File: config.mk
export PLATFORM = sky130hd
export DESIGN_NAME = wb_data_select
export DESIGN_NICKNAME = d
export VERILOG_FILES = /design/src/rtl/wb_data_select.sv
export SDC_FILE = /design/constraint.sdc
export NUM_CORES = 1
export LEC_CHECK = 0
export ABC_CLOCK_PERIOD_IN_PS = 3300
export CORE_AREA = 2 2 105 107
export CTS_CLUSTER_DIAMETER = 80
export DETAILED_ROUTE_END_ITERATION = 7
export DIE_AREA = 0 0 107 109
export DONT_BUFFER_PORTS = 1
export HOLD_SLACK_MARGIN = 0.03
export PLACE_DENSITY = 0.43
export SLEW_MARGIN = 10
export SYNTH_ARGS = -nofsm -noshare
export SYNTH_HDL_FRONTEND = slang
export SYNTH_SLANG_ARGS = --single-unit
File: constraint.sdc
create_clock -name clk -period 3.3 [get_ports clk]
set_input_delay 0.66 -clock clk [delete_from_list [all_inputs] [get_ports clk]]
set_output_delay 0.66 -clock clk [all_outputs]
set_load 0.01 [all_outputs]
File: src/rtl/wb_data_select.sv
// Register-file write-back source selector: slot mux, load byte/half extraction, registered valid/ready output.
// Optional macro WB_DATA_SKID_EN adds a 2-entry skid buffer with a registered in_ready.
module wb_data_select #(
    parameter int          DATA_W    = 32,
    parameter int          NUM_SRC   = 7,
    parameter int          SEL_W     = 3,
    parameter int          CONST_IDX = 5,
    parameter logic [31:0] CONST_VAL = 32'd227
) (
    input  logic                      clk,
    input  logic                      reset,
    input  logic [NUM_SRC*DATA_W-1:0] src_bus,
    input  logic [SEL_W-1:0]          src_sel,
    input  logic [1:0]                ld_size,
    input  logic                      ld_unsigned,
    input  logic [1:0]                ld_offset,
    input  logic                      in_valid,
    output logic                      in_ready,
    output logic [DATA_W-1:0]         wb_data,
    output logic                      sel_err,
    output logic                      out_valid,
    input  logic                      out_ready
);

    logic [31:0]       w_ld_word;
    logic [15:0]       w_ld_half;
    logic [7:0]        w_ld_byte;
    logic [DATA_W-1:0] w_ld_data;
    logic              w_ld_err;
    logic [DATA_W-1:0] w_slot;
    logic [DATA_W-1:0] w_sel_data;
    logic              w_sel_err;
    logic              w_accept;
    logic              w_drain;

    logic              r_out_valid;
    logic [DATA_W-1:0] r_wb_data;
    logic              r_sel_err;

    // Load path: little-endian lanes taken from the low word of slot 0.
    assign w_ld_word = src_bus[31:0];
    assign w_ld_half = ld_offset[1] ? w_ld_word[31:16] : w_ld_word[15:0];

    always_comb begin
        w_ld_byte = w_ld_word[7:0];
        case (ld_offset)
            2'd1:    w_ld_byte = w_ld_word[15:8];
            2'd2:    w_ld_byte = w_ld_word[23:16];
            2'd3:    w_ld_byte = w_ld_word[31:24];
            default: w_ld_byte = w_ld_word[7:0];
        endcase
    end

    always_comb begin
        // NOTE: every output of a combinational block gets a default first, so no path can infer a latch.
        w_ld_data = '0;
        w_ld_err  = 1'b0;
        case (ld_size)
            2'b00: begin
                w_ld_data       = {DATA_W{!ld_unsigned & w_ld_word[31]}};
                w_ld_data[31:0] = w_ld_word;
            end
            2'b01: begin
                if (ld_offset[0]) begin
                    w_ld_err = 1'b1;
                end else begin
                    w_ld_data       = {DATA_W{!ld_unsigned & w_ld_half[15]}};
                    w_ld_data[15:0] = w_ld_half;
                end
            end
            2'b10: begin
                w_ld_data      = {DATA_W{!ld_unsigned & w_ld_byte[7]}};
                w_ld_data[7:0] = w_ld_byte;
            end
            default: w_ld_err = 1'b1;
        endcase
    end

    always_comb begin
        w_slot = '0;
        for (int k = 0; k < NUM_SRC; k++) begin
            if (int'(src_sel) == k) w_slot = src_bus[k*DATA_W +: DATA_W];
        end
    end

    // Out-of-range select wins; the constant slot overrides both the bus and the load path.
    always_comb begin
        w_sel_data = '0;
        w_sel_err  = 1'b0;
        if (int'(src_sel) >= NUM_SRC) begin
            w_sel_err = 1'b1;
        end else if (int'(src_sel) == CONST_IDX) begin
            w_sel_data = DATA_W'(CONST_VAL);
        end else if (src_sel == '0) begin
            w_sel_data = w_ld_data;
            w_sel_err  = w_ld_err;
        end else begin
            w_sel_data = w_slot;
        end
    end

    assign w_accept  = in_valid & in_ready;
    assign w_drain   = r_out_valid & out_ready;
    assign out_valid = r_out_valid;
    assign wb_data   = r_wb_data;
    assign sel_err   = r_sel_err;

`ifdef WB_DATA_SKID_EN
    logic              r_in_ready;
    logic              r_skid_valid;
    logic [DATA_W-1:0] r_skid_data;
    logic              r_skid_err;

    assign in_ready = r_in_ready;

    // The skid entry only fills while the output is stalled, so it is empty whenever the output is.
    always_ff @(posedge clk) begin
        // NOTE: state registers use non-blocking assignments so every flop samples pre-edge values.
        if (reset) begin
            r_out_valid  <= 1'b0;
            r_wb_data    <= '0;
            r_sel_err    <= 1'b0;
            r_skid_valid <= 1'b0;
            r_in_ready   <= 1'b1;
        end else if (!r_out_valid || w_drain) begin
            if (r_skid_valid) begin
                r_wb_data    <= r_skid_data;
                r_sel_err    <= r_skid_err;
                r_skid_valid <= 1'b0;
                r_in_ready   <= 1'b1;
            end else if (w_accept) begin
                r_out_valid <= 1'b1;
                r_wb_data   <= w_sel_data;
                r_sel_err   <= w_sel_err;
            end else begin
                r_out_valid <= 1'b0;
            end
        end else if (w_accept) begin
            r_skid_valid <= 1'b1;
            r_in_ready   <= 1'b0;
        end
    end

    always_ff @(posedge clk) begin
        // NOTE: payload-only storage is not reset; r_skid_valid alone says whether it means anything.
        if (w_accept && r_out_valid && !out_ready) begin
            r_skid_data <= w_sel_data;
            r_skid_err  <= w_sel_err;
        end
    end
`else
    assign in_ready = !r_out_valid | out_ready;

    always_ff @(posedge clk) begin
        // NOTE: state registers use non-blocking assignments so every flop samples pre-edge values.
        if (reset) begin
            r_out_valid <= 1'b0;
            r_wb_data   <= '0;
            r_sel_err   <= 1'b0;
        end else if (w_accept) begin
            r_out_valid <= 1'b1;
            r_wb_data   <= w_sel_data;
            r_sel_err   <= w_sel_err;
        end else if (w_drain) begin
            r_out_valid <= 1'b0;
        end
    end
`endif

endmodule
==> impl_metrics.json <==
{
  "drt-vias-per-instance": 6.28,
  "criticalPathCategory": "in -> reg",
  "start_kind": "primary input",
  "crit_path_max_incr_delay_ns": 0.37,
  "postRouteAntennaNets": 0,
  "total_power_mw": 1.24,
  "gp_congestion": 0.870,
  "cts.sinks": 34,
  "status": "finished, final reports clean",
  "cp.required_ns": 3.49,
  "dieArea_sq_mm": 0.0117,
  "vdd_ir_drop_max_uv": 158,
  "cts_buffer_depth": 2,
  "n_fill_cell": 1190,
  "wl_per_cell_um": 24.8,
  "drt_iter0_markers": 190,
  "r2r-end": "wb_data[4]$_SDFFE_PP0P_",
  "swShare_pct": 29.1,
  "clkLatencyLatePin_ns": 0.29,
  "post-route-util_pct": 34.1,
  "rows": 38,
  "async_flop_share_pct": 0,
  "layout_setup_ws_ns": 1.29,
  "multi_input_area_sq_mm": 0.00251,
  "syn_to_final_growth_pct": 4.07,
  "portBuffers": 0,
  "synthTopCellsByArea": "dfxtp_1 (20%), mux2i_1 (12%), a21oi_1 (11%), o21ai_0 (6.5%), nor2_1 (3.2%)",
  "grt_pass1_wl_mm": 20.8,
  "syn_avg_cell_area_sq_um": 7.30,
  "synth_edf_count": 0,
  "cts-root-buf": "clkbuf_8",
  "setup_tns_ns": 0,
  "power.switching_uw": 360,
  "rsz0062_at_grt": "no",
  "synth_nets": 712,
  "core_sq_mm": 0.0106,
  "boundaryPins": 271,
  "path_max_fanout": 66,
  "synth_area_sq_mm": 0.00348,
  "fmax_mhz": 497,
  "layout-drive-gt1-share_pct": 7.24,
  "clk_pin_slew_ns": 0.08,
  "layout.nets": 677,
  "track_usage_pct": 23.6,
  "start_util_pct": 32.8,
  "grt_overflow_total": 0,
  "comb_power_share_pct": 23.1,
  "r2r_start": "out_valid$_SDFFE_PP0P_",
  "synth_top_area_share_pct": 19.6,
  "cts_buffers": 5,
  "p_seq_share_pct": 38.1,
  "p_per_area_mw_per_mm2": 342,
  "dp_hpwl_mm": 11.3,
  "first_pass_iters": 4,
  "setup_viol": 0,
  "period_needed_ns": 2.01,
  "cts_setup_buffers": 0,
  "skew_ns": 0.00730,
  "cts.repair.resized": 0,
  "die_y_um": 109,
  "vias": 3656,
  "yosys.area.top_type": "dfxtp_1",
  "post-place-ws_ns": 1.03,
  "reg2reg_depth": 6,
  "slowest_stage": "or2_2",
  "cts_max_level": 2,
  "min_path_type": "in -> reg",
  "synth_cells": 476,
  "cp-end-kind": "flip-flop",
  "p_clk_share_pct": 38.8,
  "seq_area_sq_um": 681,
  "cts_tree": "done",
  "power_leakage_nw": 1.36,
  "ff2ff_setup_slack_ns": 1.36,
  "drcViolationCount": 0,
  "slew_headroom_pct": 52.1,
  "drv_slew": 0,
  "diodes": 0,
  "arrival_ns": 2.20,
  "drv_cap": 0,
  "period_share_pct": 61.0,
  "hold_viol_final": 0,
  "ys_seq_elements": 34,
  "crit_path_end": "wb_data[31]$_SDFFE_PP0P_",
  "synth_ff_type": "dfxtp_1",
  "grt_max_degree": 77,
  "yosysWarnings": 0,
  "cts_hold_buf": 0,
  "ys_seq_area_share_pct": 19.6,
  "startpoint": "src_sel[0]",
  "synth.distinct_cells": 55,
  "wl_mm": 14.4,
  "crit_path_cell_trace": "or2_2, nor2_1, a31oi_4, a21o_1, a32o_2",
  "tightestPinTransition_ns": 0.711,
  "grt_pass1_vias": 3524,
  "die_x_um": 107,
  "antenna_found_initial": 1,
  "power.internal_uw": 877
}
[synthesized netlist by cell type (2+ instances only)]
master	count
o21ai_1	3
nor3_1	5
nand2_1	26
inv_1	18
a221oi_1	6
nor2_1	30
a2bb2oi_1	5
a21oi_1	74
nand2b_1	5
or3_1	5
nand3_1	2
a32o_1	8
o32a_1	2
a21o_1	9
o2bb2ai_1	2
mux2i_1	42
a32o_2	4
mux2_2	6
o21ai_0	45
or2_2	2
and2_1	2
a211o_1	10
a22oi_1	11
a211oi_1	14
a221o_1	10
nor2b_1	8
and3b_1	2
o221ai_1	2
o22ai_1	10
dfxtp_1	34
a32oi_1	5
clkbuf_1	23
buf_2	13
o211ai_1	4
buf_1	8
buf_6	2
[registers in the layout (all words and copies together), names as in the netlist]
register,cells
out_valid,1
wb_data,32
sel_err,1
[logic make-up (layout without fill, tap and decap cells)]
kind of cell	after synthesis	after routing	share of synthesized area, %
compound gates	234	234	45.1
simple gates	93	93	13.0
flops	34	34	19.6
buf+inv	67	33	8.28
mux	48	48	14.0
[worst max-delay path, delay by kind of cell]
| family | cells | cell delay, ns |
|---|---|---|
| AO/OA/AOI/OAI | 3 | 0.80 |
| AND/OR/NAND/NOR | 2 | 0.69 |
[area by class of cell]
type	count	area share (%)
Clock buffer	5	1.90
Clock inverter	3	1.90
Inverter	19	1.97
Multi-Input combinational cell	375	69.3
Sequential cell	34	18.8
Tap cell	140	4.84
Timing Repair Buffer	6	1.24
[power groups by stage]
stage               registers (mW)  clock network (mW)  logic, mW
floorplan                    0.474                   0      0.273
global placement             0.483                   0      0.283
detailed placement           0.482                   0      0.288
CTS                          0.473               0.497      0.289
global route                 0.476               0.509      0.321
finish                       0.472               0.480      0.286
[how the worst min path moves through the flow]
stage,startpoint,end,cells past startpoint
3_5_place_dp,wb_data[29]$_SDFFE_PP0P_,wb_data[29]$_SDFFE_PP0P_,2
6_report,reset,wb_data[1]$_SDFFE_PP0P_,1
2_1_floorplan,wb_data[26]$_SDFFE_PP0P_,wb_data[26]$_SDFFE_PP0P_,2
3_3_place_gp,wb_data[29]$_SDFFE_PP0P_,wb_data[29]$_SDFFE_PP0P_,2
5_1_grt,reset,out_valid$_SDFFE_PP0P_,1
4_1_cts,reset,wb_data[0]$_SDFFE_PP0P_,1
[metrics by stage]
step,hold slack (ns),cell area (sq um),cells
4_1_cts,0.412,3620,582
3_3_place_gp,0.494,3480,574
6_report,0.428,3620,582
5_1_grt,0.405,3620,582
2_1_floorplan,0.471,3480,476
3_5_place_dp,0.496,3480,574
[routing by layer]
layer | wire, um | share of wire, % | up-vias | track usage, %
met1 | 6160 | 43 | 1728 | 30.7
met3 | 1550 | 11 | 4 | 7.71
met4 | 35 | 0.24 | 0 | 2.78
met2 | 6700 | 46 | 177 | 39.4
met5 | 0 | 0 | - | 0
li1 | - | - | 1747 | -
[cells in the final DEF (no fill, tap or decap), drive strengths merged, types with 2 or more instances in the layout]
master   Yosys  final
a21oi       74     74
o21ai       48     48
mux2i       42     42
dfxtp       34     34
nor2        30     30
nand2       26     26
inv         18     18
a211oi      15     15
a32o        12     12
a22oi       11     11
a221o       10     10
o22ai       10     10
a211o       10     10
a21o         9      9
nor2b        8      8
mux2         6      6
a221oi       6      6
buf         24      6
nor3         6      6
nand2b       5      5
a32oi        5      5
or3          5      5
a2bb2oi      5      5
clkbuf      24      5
o211ai       4      4
or2          3      3
and2         2      2
and3b        2      2
o2bb2ai      2      2
o221ai       2      2
o32a         2      2
nand3        2      2
bufinv       0      2
or3b         2      2
a31oi        2      2
clkinv       1      2
Note: power is estimated with default switching activity, not from simulation.
